File: config.mk
export PLATFORM = sky130hd
export DESIGN_NAME = ltc2387_18_adc_emulator
export DESIGN_NICKNAME = d
export VERILOG_FILES = /design/src/rtl/ltc2387_pkg.sv /design/src/rtl/ltc2387_lane_serializer.sv /design/src/rtl/ltc2387_18_adc_emulator.sv
export SDC_FILE = /design/constraint.sdc
export NUM_CORES = 1
export LEC_CHECK = 0
export ABC_AREA = 1
export CAP_MARGIN = 20
export CORE_ASPECT_RATIO = 0.8
export CORE_UTILIZATION = 46
export DETAILED_ROUTE_END_ITERATION = 16
export GPL_ROUTABILITY_DRIVEN = 1
export HOLD_SLACK_MARGIN = 0.05
export PLACE_DENSITY = 0.67
export SYNTH_ARGS = -nofsm -noshare
export SYNTH_HDL_FRONTEND = slang
export SYNTH_SLANG_ARGS = --single-unit
File: constraint.sdc
create_clock -name sys_clk_int -period 4.1 [get_ports sys_clk_int]
set_clock_uncertainty 0.05 [all_clocks]
set_input_delay 0.82 -clock sys_clk_int [delete_from_list [all_inputs] [get_ports sys_clk_int]]
set_output_delay 0.82 -clock sys_clk_int [all_outputs]
set_load 0.03 [all_outputs]
File: src/rtl/ltc2387_pkg.sv
// ============================================================================
//  Module      : ltc2387_pkg
//  Description : Shared types, lane constants and bit-selection helper for the
//                LTC2387-18 serial output emulator.
//  Revision    : 1.0 - initial release
// ============================================================================
`default_nettype none

package ltc2387_pkg;

   localparam int ADC_WIDTH_18   = 18;
   localparam int NEDGE_TWO_LANE = 10;
   localparam int NEDGE_ONE_LANE = 18;

   typedef enum logic [1:0] {
      ST_IDLE  = 2'd0,
      ST_CONV  = 2'd1,
      ST_SHIFT = 2'd2
   } state_e;

   typedef enum logic {
      MODE_ONE_LANE = 1'b0,
      MODE_TWO_LANE = 1'b1
   } mode_e;

   // Returns {da, db} for DCO edge k; edges past the data (two-lane pad) are 0.
   function automatic logic [1:0] lane_bits(input logic [ADC_WIDTH_18-1:0] word,
                                            input mode_e mode,
                                            input logic [4:0] k);
      logic [1:0] bits;
      logic [4:0] idx;
      bits = 2'b00;
      idx  = 5'd0;
      if (mode == MODE_TWO_LANE) begin
         if (k < 5'd9) begin
            idx  = 5'd17 - {k[3:0], 1'b0};
            bits = {word[idx], word[idx - 5'd1]};
         end
      end else begin
         if (k < 5'd18) begin
            idx  = 5'd17 - k;
            bits = {word[idx], 1'b0};
         end
      end
      return bits;
   endfunction

endpackage

`default_nettype wire

File: src/rtl/ltc2387_lane_serializer.sv
// ============================================================================
//  Module      : ltc2387_lane_serializer
//  Description : Shifts one word out on da/db with a DCO edge centred on each
//                lane bit; two sys clocks per DCO edge.
//  Revision    : 1.0 - initial release
// ============================================================================
`default_nettype none

module ltc2387_lane_serializer
   import ltc2387_pkg::*;
(
   input  logic                    clk_i,
   input  logic                    rst_ni,
   input  logic                    start_i,
   input  logic [ADC_WIDTH_18-1:0] word_i,
   input  mode_e                   mode_i,
   output logic                    dco_o,
   output logic                    da_o,
   output logic                    db_o,
   output logic                    done_o
);

   logic       active_q, active_d;
   logic       phase_q,  phase_d;
   logic [4:0] k_q,      k_d;
   logic       dco_q,    dco_d;
   logic       da_q,     da_d;
   logic       db_q,     db_d;
   logic [4:0] last_k;

   always_ff @(posedge clk_i or negedge rst_ni) begin
      if (!rst_ni) begin
         active_q <= 1'b0;
         phase_q  <= 1'b0;
         k_q      <= 5'd0;
         dco_q    <= 1'b0;
         da_q     <= 1'b0;
         db_q     <= 1'b0;
      end else begin
         active_q <= active_d;
         phase_q  <= phase_d;
         k_q      <= k_d;
         dco_q    <= dco_d;
         da_q     <= da_d;
         db_q     <= db_d;
      end
   end

   // Phase 0 shows the bit for edge k, phase 1 toggles DCO; the next bit is
   // loaded on the same clock that ends phase 1.
   always_comb begin
      active_d = active_q;
      phase_d  = phase_q;
      k_d      = k_q;
      dco_d    = dco_q;
      da_d     = da_q;
      db_d     = db_q;
      done_o   = 1'b0;
      last_k   = (mode_i == MODE_TWO_LANE) ? 5'(NEDGE_TWO_LANE - 1)
                                           : 5'(NEDGE_ONE_LANE - 1);
      if (start_i) begin
         active_d     = 1'b1;
         phase_d      = 1'b0;
         k_d          = 5'd0;
         dco_d        = 1'b0;
         {da_d, db_d} = lane_bits(word_i, mode_i, 5'd0);
      end else if (active_q) begin
         if (!phase_q) begin
            dco_d   = ~dco_q;
            phase_d = 1'b1;
         end else if (k_q == last_k) begin
            da_d     = 1'b0;
            db_d     = 1'b0;
            active_d = 1'b0;
            phase_d  = 1'b0;
            done_o   = 1'b1;
         end else begin
            k_d          = k_q + 5'd1;
            phase_d      = 1'b0;
            {da_d, db_d} = lane_bits(word_i, mode_i, k_q + 5'd1);
         end
      end
   end

   assign dco_o = dco_q;
   assign da_o  = da_q;
   assign db_o  = db_q;

endmodule

`default_nettype wire

File: src/rtl/ltc2387_18_adc_emulator.sv
// ============================================================================
//  Module      : ltc2387_18_adc_emulator
//  Description : Device-side LTC2387-18 model: cnv/tl in, DCO-framed da/db
//                burst out, samples fed through a one-deep valid/ready buffer.
//  Revision    : 1.0 - initial release
// ============================================================================
`default_nettype none

module ltc2387_18_adc_emulator
   import ltc2387_pkg::*;
#(
   parameter int ADC_WIDTH   = 18,
   parameter int CONV_CYCLES = 4
) (
   input  logic                 sys_clk_int,
   input  logic                 reset_n_int,
   input  logic                 cnv,
   input  logic                 tl,
   input  logic [ADC_WIDTH-1:0] sample_data,
   input  logic                 sample_valid,
   output logic                 sample_ready,
   output logic                 dco,
   output logic                 da,
   output logic                 db,
   output logic                 busy,
   output logic                 cnv_overrun,
   output logic                 sample_underrun
);

   localparam int CW = (CONV_CYCLES > 1) ? $clog2(CONV_CYCLES) : 1;

   state_e               state_q, state_d;
   logic [CW-1:0]        cnt_q,   cnt_d;
   mode_e                mode_q,  mode_d;
   logic [ADC_WIDTH-1:0] last_q,  last_d;
   logic [ADC_WIDTH-1:0] hold_q,  hold_d;
   logic                 full_q,  full_d;
   logic                 cnv_q;
   logic                 busy_q,  busy_d;
   logic                 ovr_q,   ovr_d;
   logic                 und_q,   und_d;
   logic                 cnv_edge;
   logic                 load_hold;
   logic                 ser_start;
   logic                 ser_done;

   assign cnv_edge = cnv & ~cnv_q;

   always_ff @(posedge sys_clk_int or negedge reset_n_int) begin
      if (!reset_n_int) begin
         state_q <= ST_IDLE;
         cnt_q   <= '0;
         mode_q  <= MODE_ONE_LANE;
         last_q  <= '0;
         hold_q  <= '0;
         full_q  <= 1'b0;
         cnv_q   <= 1'b0;
         busy_q  <= 1'b0;
         ovr_q   <= 1'b0;
         und_q   <= 1'b0;
      end else begin
         state_q <= state_d;
         cnt_q   <= cnt_d;
         mode_q  <= mode_d;
         last_q  <= last_d;
         hold_q  <= hold_d;
         full_q  <= full_d;
         cnv_q   <= cnv;
         busy_q  <= busy_d;
         ovr_q   <= ovr_d;
         und_q   <= und_d;
      end
   end

   always_comb begin
      state_d   = state_q;
      cnt_d     = cnt_q;
      mode_d    = mode_q;
      last_d    = last_q;
      hold_d    = hold_q;
      full_d    = full_q;
      busy_d    = busy_q;
      ovr_d     = 1'b0;
      und_d     = 1'b0;
      ser_start = 1'b0;
      load_hold = sample_valid & ~full_q;

      case (state_q)
         ST_IDLE: begin
            if (cnv_edge) begin
               mode_d = tl ? MODE_TWO_LANE : MODE_ONE_LANE;
               // Buffered sample first, then a bypass of the live input,
               // otherwise repeat the previous word and flag it.
               if (full_q) begin
                  last_d = hold_q;
                  full_d = 1'b0;
               end else if (sample_valid) begin
                  last_d    = sample_data;
                  load_hold = 1'b0;
               end else begin
                  und_d = 1'b1;
               end
               state_d = ST_CONV;
               cnt_d   = CW'(CONV_CYCLES - 1);
               busy_d  = 1'b1;
            end
         end
         ST_CONV: begin
            if (cnt_q == '0) begin
               state_d   = ST_SHIFT;
               ser_start = 1'b1;
            end else begin
               cnt_d = cnt_q - 1'b1;
            end
         end
         ST_SHIFT: begin
            if (ser_done) begin
               state_d = ST_IDLE;
               busy_d  = 1'b0;
            end
         end
         default: begin
            state_d = ST_IDLE;
            busy_d  = 1'b0;
         end
      endcase

      if (cnv_edge && (state_q != ST_IDLE)) begin
         ovr_d = 1'b1;
      end

      if (load_hold) begin
         hold_d = sample_data;
         full_d = 1'b1;
      end
   end

   ltc2387_lane_serializer u_serializer (
      .clk_i   (sys_clk_int),
      .rst_ni  (reset_n_int),
      .start_i (ser_start),
      .word_i  (last_q),
      .mode_i  (mode_q),
      .dco_o   (dco),
      .da_o    (da),
      .db_o    (db),
      .done_o  (ser_done)
   );

   assign sample_ready    = ~full_q;
   assign busy            = busy_q;
   assign cnv_overrun     = ovr_q;
   assign sample_underrun = und_q;

endmodule

`default_nettype wire
## Yosys cells after proc, flatten, opt, wreduce, memory -nomap -nowiden

Index checks and enable logic that the tools add are counted.

- Bitwise logic cells: 6
- $lt $le $gt $ge: 5
- Equality and inequality tests: 9
- Reductions and logical operators: 19
- Add/subtract/negate cells: 5
- Muxes and demuxes: 64

Operators by type and width:

| cell | number |
|---|---|
| 2-to-1 mux 1 bit | 43 |
| 2-to-1 mux 18 bit | 2 |
| 2-to-1 mux 5 bit | 5 |
| less-than comparator 5 x 6 -> 1 bit (second input constant) | 3 |
| 2-to-1 mux 2 bit | 8 |
| binary-select mux 1 bit (select 5 bit) | 3 |
| AND reduction 3 bit | 5 |
| nonzero test 2 bit | 7 |
| inequality test 2 bit (second input constant) | 6 |
| subtractor 5 bit (first input constant) | 2 |
| AND reduction 2 bit | 4 |
| case mux 2 bit (3 select lines) | 1 |
| adder 5 x 1 -> 5 bit (second input constant) | 1 |
| equality test 5 bit | 1 |
| less-than comparator 5 x 4 -> 1 bit (second input constant) | 1 |
| less-than comparator 5 bit (second input constant) | 1 |
| subtractor 5 x 1 -> 5 bit (second input constant) | 1 |
| logical NOT 2 bit | 2 |
| NOT 1 bit | 4 |
| case mux 2 bit (2 select lines) | 1 |
| case mux 1 bit (3 select lines) | 1 |
| bitwise AND 1 bit | 2 |
| equality test 2 x 1 -> 1 bit (second input constant) | 1 |
| equality test 2 bit (second input constant) | 1 |
| 2 further kinds | 2 |

- Output and inout bits: 7
- Flip-flop bits (word level): 56
- Bits of input ports: 23
- Logic and storage cells: 124

## Logic depth before layout (Yosys ltp)

Gate-level depths: netlist (run 1).

- Depth in word-level cells: 11
- Gate-level depth with buffers: 16

## Hierarchy

A second synthesis (run 1) with hierarchy kept.

- Cells, all modules: 467
- Area, all modules: 3,276.9 µm²

By module, submodules not included:

| module | sequential area each (µm²) | cells an instance | area each (µm²) | instances |
|---|---|---|---|---|
| ltc2387_18_adc_emulator | 1,151.1 | 268 | 2,154.6 | 1 |
| ltc2387_lane_serializer | 250.2 | 199 | 1,122.3 | 1 |

## Worst setup path before layout (run 1)

OpenSTA, ideal clock, no wires.

- Kind: reg2out
- From: register full_q
- To: output sample_ready
- Slack: 2.137 ns
- Data required time: 3.230 ns
- Arrival: 1.093 ns
- Cell stages (with the launch flop): 4
- Cells stage by stage: dfrtp_1 inv_1 buf_2 buf_1

- Longest elaborated chain between the ends: 1

RTL lines:

| what | line | text |
|---|---|---|
| start, declared | ltc2387_18_adc_emulator.sv:37 | `logic full_q, full_d;` |
| start signal, assigned | ltc2387_18_adc_emulator.sv:67 | `full_q <= full_d;` |
| NOT 1 bit | ltc2387_18_adc_emulator.sv:150 | `assign sample_ready = ~full_q;` |
| end, declared | ltc2387_18_adc_emulator.sv:21 | `output logic sample_ready,` |

Every way passes these cells.

## Worst setup path in the final report (run 1)

Same ends and word-level chain as after synthesis.

==> results_dict.tcl, run 1 <==
set metrics [dict create \
    status "complete, no violations" \
    synthTopCellsByArea "dfrtp_1 (46%), nand2_1 (14%), inv_1 (7.7%)" \
    synth_nets 422 \
    reg2reg_to "u_serializer.da_o$_DFFE_PN0P_" \
    cap_violations 0 \
    via_count 2525 \
    yosys.area.top_type "dfrtp_1" \
    min_delay_path_depth 1 \
    grt_pass1_wl_mm 10.87 \
    hold_violations 0 \
    drc 0 \
    hold_end "cnv_overrun$_DFF_PN0_" \
    timing.final.crit_share_pct 65.73 \
    dpl.hpwl_mm 4.291 \
    yosys_warnings 0 \
    drive_above_1_share_pct 5.981 \
    syn_inst 395 \
    hold_class "register to register" \
    required_ns 3.23 \
    hp-start "cnv_q$_DFF_PN0_" \
    totalWireLength_mm 5.848 \
    cts_hold_buf 0 \
    cts_buffer_depth 2 \
    start_util_pct 47.65 \
    fin_nets 445 \
    die_area_mm2 0.006935 \
    ys_types 29 \
    final_common_cell "nand2_1" \
    drt-vias-per-instance 5.030 \
    port_buffers 29 \
    die_x_um 92.86 \
    final_cell_mix "nand2_1 (111), inv_1 (62), dfrtp_1 (56)" \
    synth.top_cell.area_share_pct 46.13 \
    rrSetupSlack_ns 1.52 \
    drt_iter0_drc 135 \
    synth_edf_count 0 \
    finalSetupViolations 0 \
    cp_top_family "buffers and inverters" \
    ctsResizeCount 0 \
    maxSlewViolCount 0 \
    synth_ff_type "dfrtp_1" \
    leakage_uw 0.001721 \
    min_period_ns 2.695 \
    cts_tree "built" \
    tightestPinTransition_ns 0.7696 \
    cp.arrival_ns 1.82 \
    antenna_cells 0 \
    rows 26 \
    insertion_delay_ns 0.31 \
    path_buf_inv 3 \
    critPathSlowestCell "clkdlybuf4s50_1" \
    grt_pass1_vias 2406 \
    postRouteAntennaNets 0 \
    timing.fmax_ghz 0.3711 \
    power.total_uw 2616 \
    rr_startpoint "u_serializer.k_q[0]$_DFFE_PN0P_" \
    synth_seq_cells 56 \
    die_h_um 74.69 \
    maxSlewHeadroom_pct 48.69 \
    core_area_mm2 0.006376 \
    critPathKind "register to output pin" \
    cp_max_fo 38 \
    clock-sinks 56 \
    async_flop_share_pct 100.0 \
    grt_max_degree 39 \
    drt-pass1-iter-count 4 \
    grtUsageTotal_pct 19.78 \
    htreeDepth 2 \
    powerDensity_mw_per_mm2 761.4 \
    cp_cell_sequence "inv_1, buf_4, clkdlybuf4s50_1" \
    wl_per_cell_um 11.65 \
    overflow 0 \
    critPathLaunchType "register" \
    avgSynthCellArea_um2 7.691 \
    vdd_ir_drop_max_v 0.0003256 \
    pin_count 30 \
    setup_tns_ns 0 \
    slowest_delay_ns 0.74 \
    gp_congestion 0.8679 \
    path_clk_slew_ns 0.10 \
    antenna_found_initial 0 \
    cp-end-kind "output pin" \
    cts_made_buffers 5 \
    seq_area_frac_synth_pct 46.13 \
    post_cts_buffers 0 \
    area_growth_pct 13.10 \
    syn_area_mm2 0.003038 \
    final_core_util_pct 53.89 \
    clockRootBuffer "clkbuf_8" \
    reg2reg_depth 16 \
    rsz0062_at_grt "false" \
]
worst reg2reg max path, delay by kind of cell (launching register included):
| family | cells | cell delay [ns] |
|---|---|---|
| buf+inv | 4 | 0.28 |
| fa+ha+maj | 2 | 0.54 |
| flops | 1 | 0.85 |
| simple gates | 9 | 0.69 |
| compound gates | 1 | 0.11 |
area by class of cell:
class	instances	area, µm²
repair buffers	31	300.3
clock inverters	1	8.758
clock buffers	6	82.58
multi-input cells	259	1294
flip-flops and latches	56	1401
fillers	637	2940
well taps	84	105.1
inverters	65	244.0
how the worst max path moves through the flow:
| stage | from | endpoint | slack, ns | depth (start not counted) |
|---|---|---|---|---|
| after floorplan | full_q$_DFFE_PN0P_ | sample_ready | 2.14 | 3 |
| after global placement | cnv | last_q[8]$_DFFE_PN0P_ | 1.44 | 7 |
| after detailed placement | cnv | last_q[14]$_DFFE_PN0P_ | 1.42 | 7 |
| after CTS | full_q$_DFFE_PN0P_ | sample_ready | 1.39 | 3 |
| after global routing | u_serializer.k_q[0]$_DFFE_PN0P_ | u_serializer.da_o$_DFFE_PN0P_ | 1.18 | 16 |
| final | full_q$_DFFE_PN0P_ | sample_ready | 1.41 | 3 |
metrics by stage:
| stage | hold WS, ns | instances | area [µm²] | worst slack [ns] |
|---|---|---|---|---|
| global route | 0.4160 | 502 | 3436 | 1.180 |
| floorplan | 0.3589 | 395 | 3038 | 2.137 |
| detailed placement | 0.3738 | 495 | 3344 | 1.425 |
| CTS | 0.3895 | 502 | 3436 | 1.387 |
| global placement | 0.3671 | 495 | 3344 | 1.445 |
| finish | 0.3833 | 502 | 3436 | 1.405 |
cell families (layout without fill, tap and decap cells):
family	Yosys count	in the layout	share of synthesized area, %
and+or+nand+nor	171	171	24.88
AOI/OAI and AO/OA	83	83	15.77
buffers and inverters	80	103	11.28
DFF	56	56	46.13
adders and majority gates	4	4	1.648
xor gates and xnor gates	1	1	0.2884
routing by layer:
metal	global-route usage [%]	share of wire (%)	up-vias
met5	0	0	-
met1	28.69	53	1176
met4	6.325	1.1	0
li1	-	-	1314
met2	30.80	44	28
met3	3.131	2.0	7
power by group:
group	internal (µW)	switching [µW]
clock	135	175
sequential	800	189
combinational	482	834
Yosys cell counts (all sizes together), types with 2 or more instances:
cell,count
a21oi,8
a31oi,2
buf,13
clkbuf,2
dfrtp,56
ha,4
inv,64
nand2,118
nand3,33
nand4,4
nor2,14
nor3,2
o211ai,18
o21ai,49
o22ai,5
sequential cells by signal (all words and copies together) (netlist names):
register / flops
hold_q: 18
u_serializer.k_q: 5
u_serializer.active_q: 1
sample_underrun: 1
u_serializer.db_o: 1
full_q: 1
u_serializer.dco_o: 1
u_serializer.da_o: 1
u_serializer.phase_q: 1
cnv_q: 1
last_q: 18
cnv_overrun: 1
mode_q: 1
busy: 1
cnt_q: 2
state_q: 2
Note: power is estimated with default switching activity, not from simulation.
==> run 2: changes to the inputs <==
--- a/config.mk
+++ b/config.mk
@@ -12,7 +12,7 @@
 export DETAILED_ROUTE_END_ITERATION = 16
 export GPL_ROUTABILITY_DRIVEN = 1
 export HOLD_SLACK_MARGIN = 0.05
-export PLACE_DENSITY = 0.67
+export PLACE_DENSITY = 0.69
 export SYNTH_ARGS = -nofsm -noshare
 export SYNTH_HDL_FRONTEND = slang
 export SYNTH_SLANG_ARGS = --single-unit
==> constraint.sdc (replaced) <==
create_clock -name sys_clk_int -period 2.4 [get_ports sys_clk_int]
set_clock_uncertainty 0.05 [all_clocks]
set_input_delay 0.48 -clock sys_clk_int [delete_from_list [all_inputs] [get_ports sys_clk_int]]
set_output_delay 0.48 -clock sys_clk_int [all_outputs]
set_load 0.03 [all_outputs]
==> run 2 against run 1 <==
Net effect:
- cell area rose by 2.3%
- die area did not move
- routed wire length rose by 1.6%
- flip-flop and latch count did not move
- critical endpoint is now u_serializer.da_o$_DFFE_PN0P_
==> results_dict.tcl, run 2 (synthesis results as in run 1) <==
set metrics [dict create \
    critPathSlowestCell "dfrtp_2" \
    totalWireLength_mm 5.940 \
    dpl.hpwl_mm 4.341 \
    drt_iter0_drc 181 \
    crit_start "u_serializer.k_q[1]$_DFFE_PN0P_" \
    finalSetupViolations 0 \
    wl_per_cell_um 11.69 \
    die_area_mm2 0.006935 \
    tightestPinTransition_ns 0.5926 \
    required_ns 2.61 \
    path_clk_slew_ns 0.10 \
    core_area_mm2 0.006376 \
    reg_top3 "hold_q (18), last_q (18), u_serializer.k_q (5)" \
    fin_nets 450 \
    port_buffers 29 \
    rsz0062_at_grt "false" \
    grt_max_degree 37 \
    rr_startpoint "u_serializer.k_q[1]$_DFFE_PN0P_" \
    grt_pass1_wl_mm 9.873 \
    antenna_found_initial 0 \
    clock-sinks 56 \
    insertion_delay_ns 0.31 \
    hold_violations 0 \
    cts_buffer_depth 2 \
    die_x_um 92.86 \
    cts_hold_buf 0 \
    die_h_um 74.69 \
    htreeDepth 2 \
    via_count 2523 \
    cp.arrival_ns 2.39 \
    status "complete, no violations" \
    drt-pass1-iter-count 4 \
    pin_count 30 \
    final_cell_mix "nand2_1 (111), inv_1 (62), dfrtp_1 (55)" \
    grtUsageTotal_pct 18.15 \
    whs_ns 0.1013 \
    power.total_uw 4616 \
    drive_above_1_share_pct 7.547 \
    fill_cells 609 \
    cts_tree "built" \
    critPathKind "register to register" \
    timing.final.crit_share_pct 90.88 \
    ctsResizeCount 0 \
    cp-end-kind "register" \
    cp_max_fo 5 \
    min_period_ns 2.181 \
    gp_congestion 0.8561 \
    cp_cell_sequence "ha_1, inv_1, nand2_1, nand2_1, inv_1, ha_1, inv_1, nand2_1, a21oi_1, nand3_1, a21oi_2, nand2_1, nand2_1, nand2_1, nand2_1" \
    timing.fmax_ghz 0.4585 \
    grt_pass1_vias 2203 \
    maxSlewHeadroom_pct 60.45 \
    maxSlewViolCount 0 \
    setup_tns_ns 0 \
    drt-vias-per-instance 4.967 \
    postRouteAntennaNets 0 \
    final_common_cell "nand2_1" \
    vdd_ir_drop_max_v 0.0004809 \
    slowest_delay_ns 0.47 \
    critPathLaunchType "register" \
    hold_class "primary input to async pin" \
    leakage_uw 0.001761 \
    powerDensity_mw_per_mm2 1314 \
    rows 26 \
    antenna_cells 0 \
    cap_violations 0 \
    post_cts_buffers 0 \
    crit_top_cell "nand2_1" \
    overflow 0 \
    start_util_pct 47.65 \
    cts_made_buffers 5 \
    clockRootBuffer "clkbuf_8" \
    drc 0 \
    area_growth_pct 15.65 \
]
run 2: cell count changes in the layout (fill, tap and decap cells not counted), sizes merged:
cell	before	now
buf	3	9
bufinv	0	1
clkdlybuf4s50	28	27
run 2: power by group:
group	total (µW)	internal (µW)	switching, µW
Sequential	1640	1370	275
Combinational	2350	882	1470
Clock	617	310	306
Total	4620	2560	2050
run 2: metrics by stage:
step	setup WS (ns)	utilization (%)	cell area, µm²	instances
finish	0.2188	55.10	3513	508
global route	0.02280	55.10	3513	508
CTS	0.1832	55.08	3512	508
detailed placement	0.1308	53.39	3405	500
global placement	0.2355	53.39	3405	500
floorplan	0.4781	-	3038	395
run 2: final cells by class:
cell class	instances	area [µm²]	area share (%)
flip-flops and latches	56	1403	39.92
multi-input cells	259	1294	36.82
repair buffers	36	360.3	10.26
inverters	65	244.0	6.944
well taps	84	105.1	2.991
clock buffers	6	72.57	2.066
clock inverters	2	35.03	0.9972
run 2: layer usage:
layer  wire length (µm)  GRT usage (%)  vias to the layer above
met2               2687          29.17                       37
met5                  0              0                        -
li1                   -              -                     1325
met1               3059          25.63                     1157
met4                 52          5.128                        0
met3                140          3.232                        4
run 2: worst paths after layout:
kind	endpoint	slack, ns	cells past startpoint
max	u_serializer.da_o$_DFFE_PN0P_	0.22	15
min	u_serializer.active_q$_DFF_PN0_	0.10	1
max reg2reg	u_serializer.da_o$_DFFE_PN0P_	0.22	15
min reg2reg	cnv_overrun$_DFF_PN0_	0.40	1
max in group asynchronous	hold_q[1]$_DFFE_PN0P_	1.62	2
min in group sys_clk_int	cnv_overrun$_DFF_PN0_	0.40	1
run 2: critical path: cells and delay by family, from the launching register on:
kind / cells / cell delay (ns)
AOI/OAI and AO/OA: 2 / 0.28
adders and majority gates: 2 / 0.57
buffers and inverters: 3 / 0.23
DFF: 1 / 0.47
and+or+nand+nor: 8 / 0.54
==> run 3: changes to the inputs <==
--- a/config.mk
+++ b/config.mk
@@ -13,6 +13,7 @@
 export GPL_ROUTABILITY_DRIVEN = 1
 export HOLD_SLACK_MARGIN = 0.05
 export PLACE_DENSITY = 0.69
+export SKIP_CTS_REPAIR_TIMING = 1
 export SYNTH_ARGS = -nofsm -noshare
 export SYNTH_HDL_FRONTEND = slang
 export SYNTH_SLANG_ARGS = --single-unit
==> constraint.sdc (replaced) <==
create_clock -name sys_clk_int -period 2.4 [get_ports sys_clk_int]
set_clock_uncertainty 0.05 [all_clocks]
set_input_delay 0.24 -clock sys_clk_int [delete_from_list [all_inputs] [get_ports sys_clk_int]]
set_output_delay 0.24 -clock sys_clk_int [all_outputs]
set_load 0.03 [all_outputs]
==> run 3 against run 2 <==
Net effect:
- critical endpoint unchanged
- final cell count rose by 0.20%
- combinational power barely moved
- hold slack improved by 0.27 ns
- via count fell by 0.55%
- routed wire length rose by 1.2%
- utilization fell by 0.14 points
==> results_dict.tcl, run 3 (synthesis results as in run 1) <==
set metrics [dict create \
    status "complete, no violations" \
    drive_above_1_share_pct 8.000 \
    grtUsageTotal_pct 19.34 \
    slowest_delay_ns 0.46 \
    route.met2.wl_mm 2.762 \
    timing.final.crit_share_pct 88.05 \
    antenna_found_initial 0 \
    final_cell_mix "nand2_1 (111), inv_1 (62), dfrtp_1 (53)" \
    cp_max_fo 5 \
    cts_tree "built" \
    power_switching_uw 2065 \
    setup_ws_ns 0.2867 \
    cts_buffer_depth 2 \
    crit_top_cell "nand2_1" \
    die_x_um 92.86 \
    area_growth_pct 15.36 \
    critPathKind "register to register" \
    critPathLaunchType "register" \
    core_area_mm2 0.006376 \
    leakage_uw 0.001745 \
    seqCellArea_mm2 0.001405 \
    finalSetupViolations 0 \
    post-place-ws_ns 0.2552 \
    p_int_uw 2491 \
    postRouteAntennaNets 0 \
    grt_pass1_wl_mm 10.66 \
    grt_max_degree 57 \
    p_comb_share_pct 51.9 \
    clock-sinks 56 \
    wl_per_cell_um 11.81 \
    min_period_ns 2.113 \
    die_area_mm2 0.006935 \
    antenna_cells 0 \
    drt_iter0_drc 117 \
    setup_tns_ns 0 \
    start_util_pct 47.65 \
    final_common_cell "nand2_1" \
    rows 26 \
    clockRootBuffer "clkbuf_8" \
    reg_top3 "hold_q (18), last_q (18), u_serializer.k_q (5)" \
    clkPwrFrac_pct 11.8 \
    wl_met1_mm 3.024 \
    whs_ns 0.3679 \
    powerDensity_mw_per_mm2 1300 \
    die_h_um 74.69 \
    maxSlewHeadroom_pct 61.94 \
    vdd_ir_drop_max_v 0.0004690 \
    cp_cell_sequence "ha_2, inv_1, nand2_1, nand2_1, inv_1, ha_1, inv_1, nand2_1, a21oi_1, nand3_1, a21oi_2, nand2_1, nand2_1, nand2_1, nand2_1" \
    maxSlewViolCount 0 \
    drt-pass1-iter-count 4 \
    hold_violations 0 \
    cp.arrival_ns 2.31 \
    rsz0062_at_grt "false" \
    routed.top_layer "met4" \
    cts_made_buffers 5 \
    hold_class "primary input to register" \
    path_clk_slew_ns 0.10 \
    pin_count 30 \
    dpl.hpwl_mm 4.395 \
    htreeDepth 2 \
    cp-end-kind "register" \
    placed_area_mm2 0.003395 \
    critPathSlowestCell "dfrtp_2" \
    totalWireLength_mm 6.012 \
    fin_nets 451 \
    insertion_delay_ns 0.30 \
    dr_wl_met3_um 176 \
    tightestPinTransition_ns 0.5702 \
    p_seq_share_pct 36.3 \
    drc 0 \
    via_count 2509 \
    cap_violations 0 \
    timing.fmax_ghz 0.4732 \
    multi_input_area_mm2 0.001296 \
    power.total_uw 4556 \
    required_ns 2.60 \
    overflow 0 \
    grt_pass1_vias 2388 \
    drt-vias-per-instance 4.929 \
    fin_area_mm2 0.003505 \
    netSwitchingFraction_pct 45.33 \
    fill_cells 633 \
    port_buffers 29 \
    gp_congestion 0.8744 \
]
## run 3: path summary, 6_finish.rpt
| kind | from | endpoint | slack, ns | depth (start not counted) |
|---|---|---|---|---|
| max | u_serializer.k_q[0]$_DFFE_PN0P_ | u_serializer.da_o$_DFFE_PN0P_ | 0.29 | 15 |
| min in group asynchronous | reset_n_int | u_serializer.active_q$_DFF_PN0_ | 0.39 | 3 |
| min reg2reg | cnv_q$_DFF_PN0_ | cnv_overrun$_DFF_PN0_ | 0.41 | 1 |
| max reg2reg | u_serializer.k_q[0]$_DFFE_PN0P_ | u_serializer.da_o$_DFFE_PN0P_ | 0.29 | 15 |
| max in group asynchronous | reset_n_int | last_q[11]$_DFFE_PN0P_ | 1.65 | 3 |
| min | cnv | cnv_q$_DFF_PN0_ | 0.37 | 1 |
## run 3: layer usage
metal,track usage [%],up-vias
met1,26.35,1135
met4,4.444,0
met2,32.76,40
li1,-,1325
met3,3.434,9
met5,0,-
## run 3: power by group through the flow
stage | sequential (µW) | clock [µW] | combinational [µW]
floorplan | 1650 | 0 | 1820
global placement | 1640 | 0 | 2310
global route | 1710 | 579 | 2750
finish | 1650 | 537 | 2370
CTS | 1650 | 554 | 2370
detailed placement | 1660 | 0 | 2360
## run 3: cell type report
type / count / share of cell area [%]
clock buffers: 7 / 2.463
clock inverters: 1 / 0.2142
inverters: 65 / 6.962
multi-input cells: 259 / 36.99
flip-flops and latches: 56 / 40.09
well taps: 84 / 2.999
repair buffers: 37 / 10.28
## run 3: critical path: cells and delay by family (launching register included)
| family | cells | cell delay (ns) |
|---|---|---|
| buffers and inverters | 3 | 0.22 |
| AND/OR/NAND/NOR | 8 | 0.52 |
| AO/OA/AOI/OAI | 2 | 0.26 |
| adder cells (fa/ha/maj) | 2 | 0.55 |
| flip-flops | 1 | 0.46 |
## run 3: per-stage QoR
stage               util [%]  instances
floorplan                  -        395
global placement       53.24        500
detailed placement     53.24        500
CTS                    54.71        508
global route           54.96        509
finish                 54.96        509
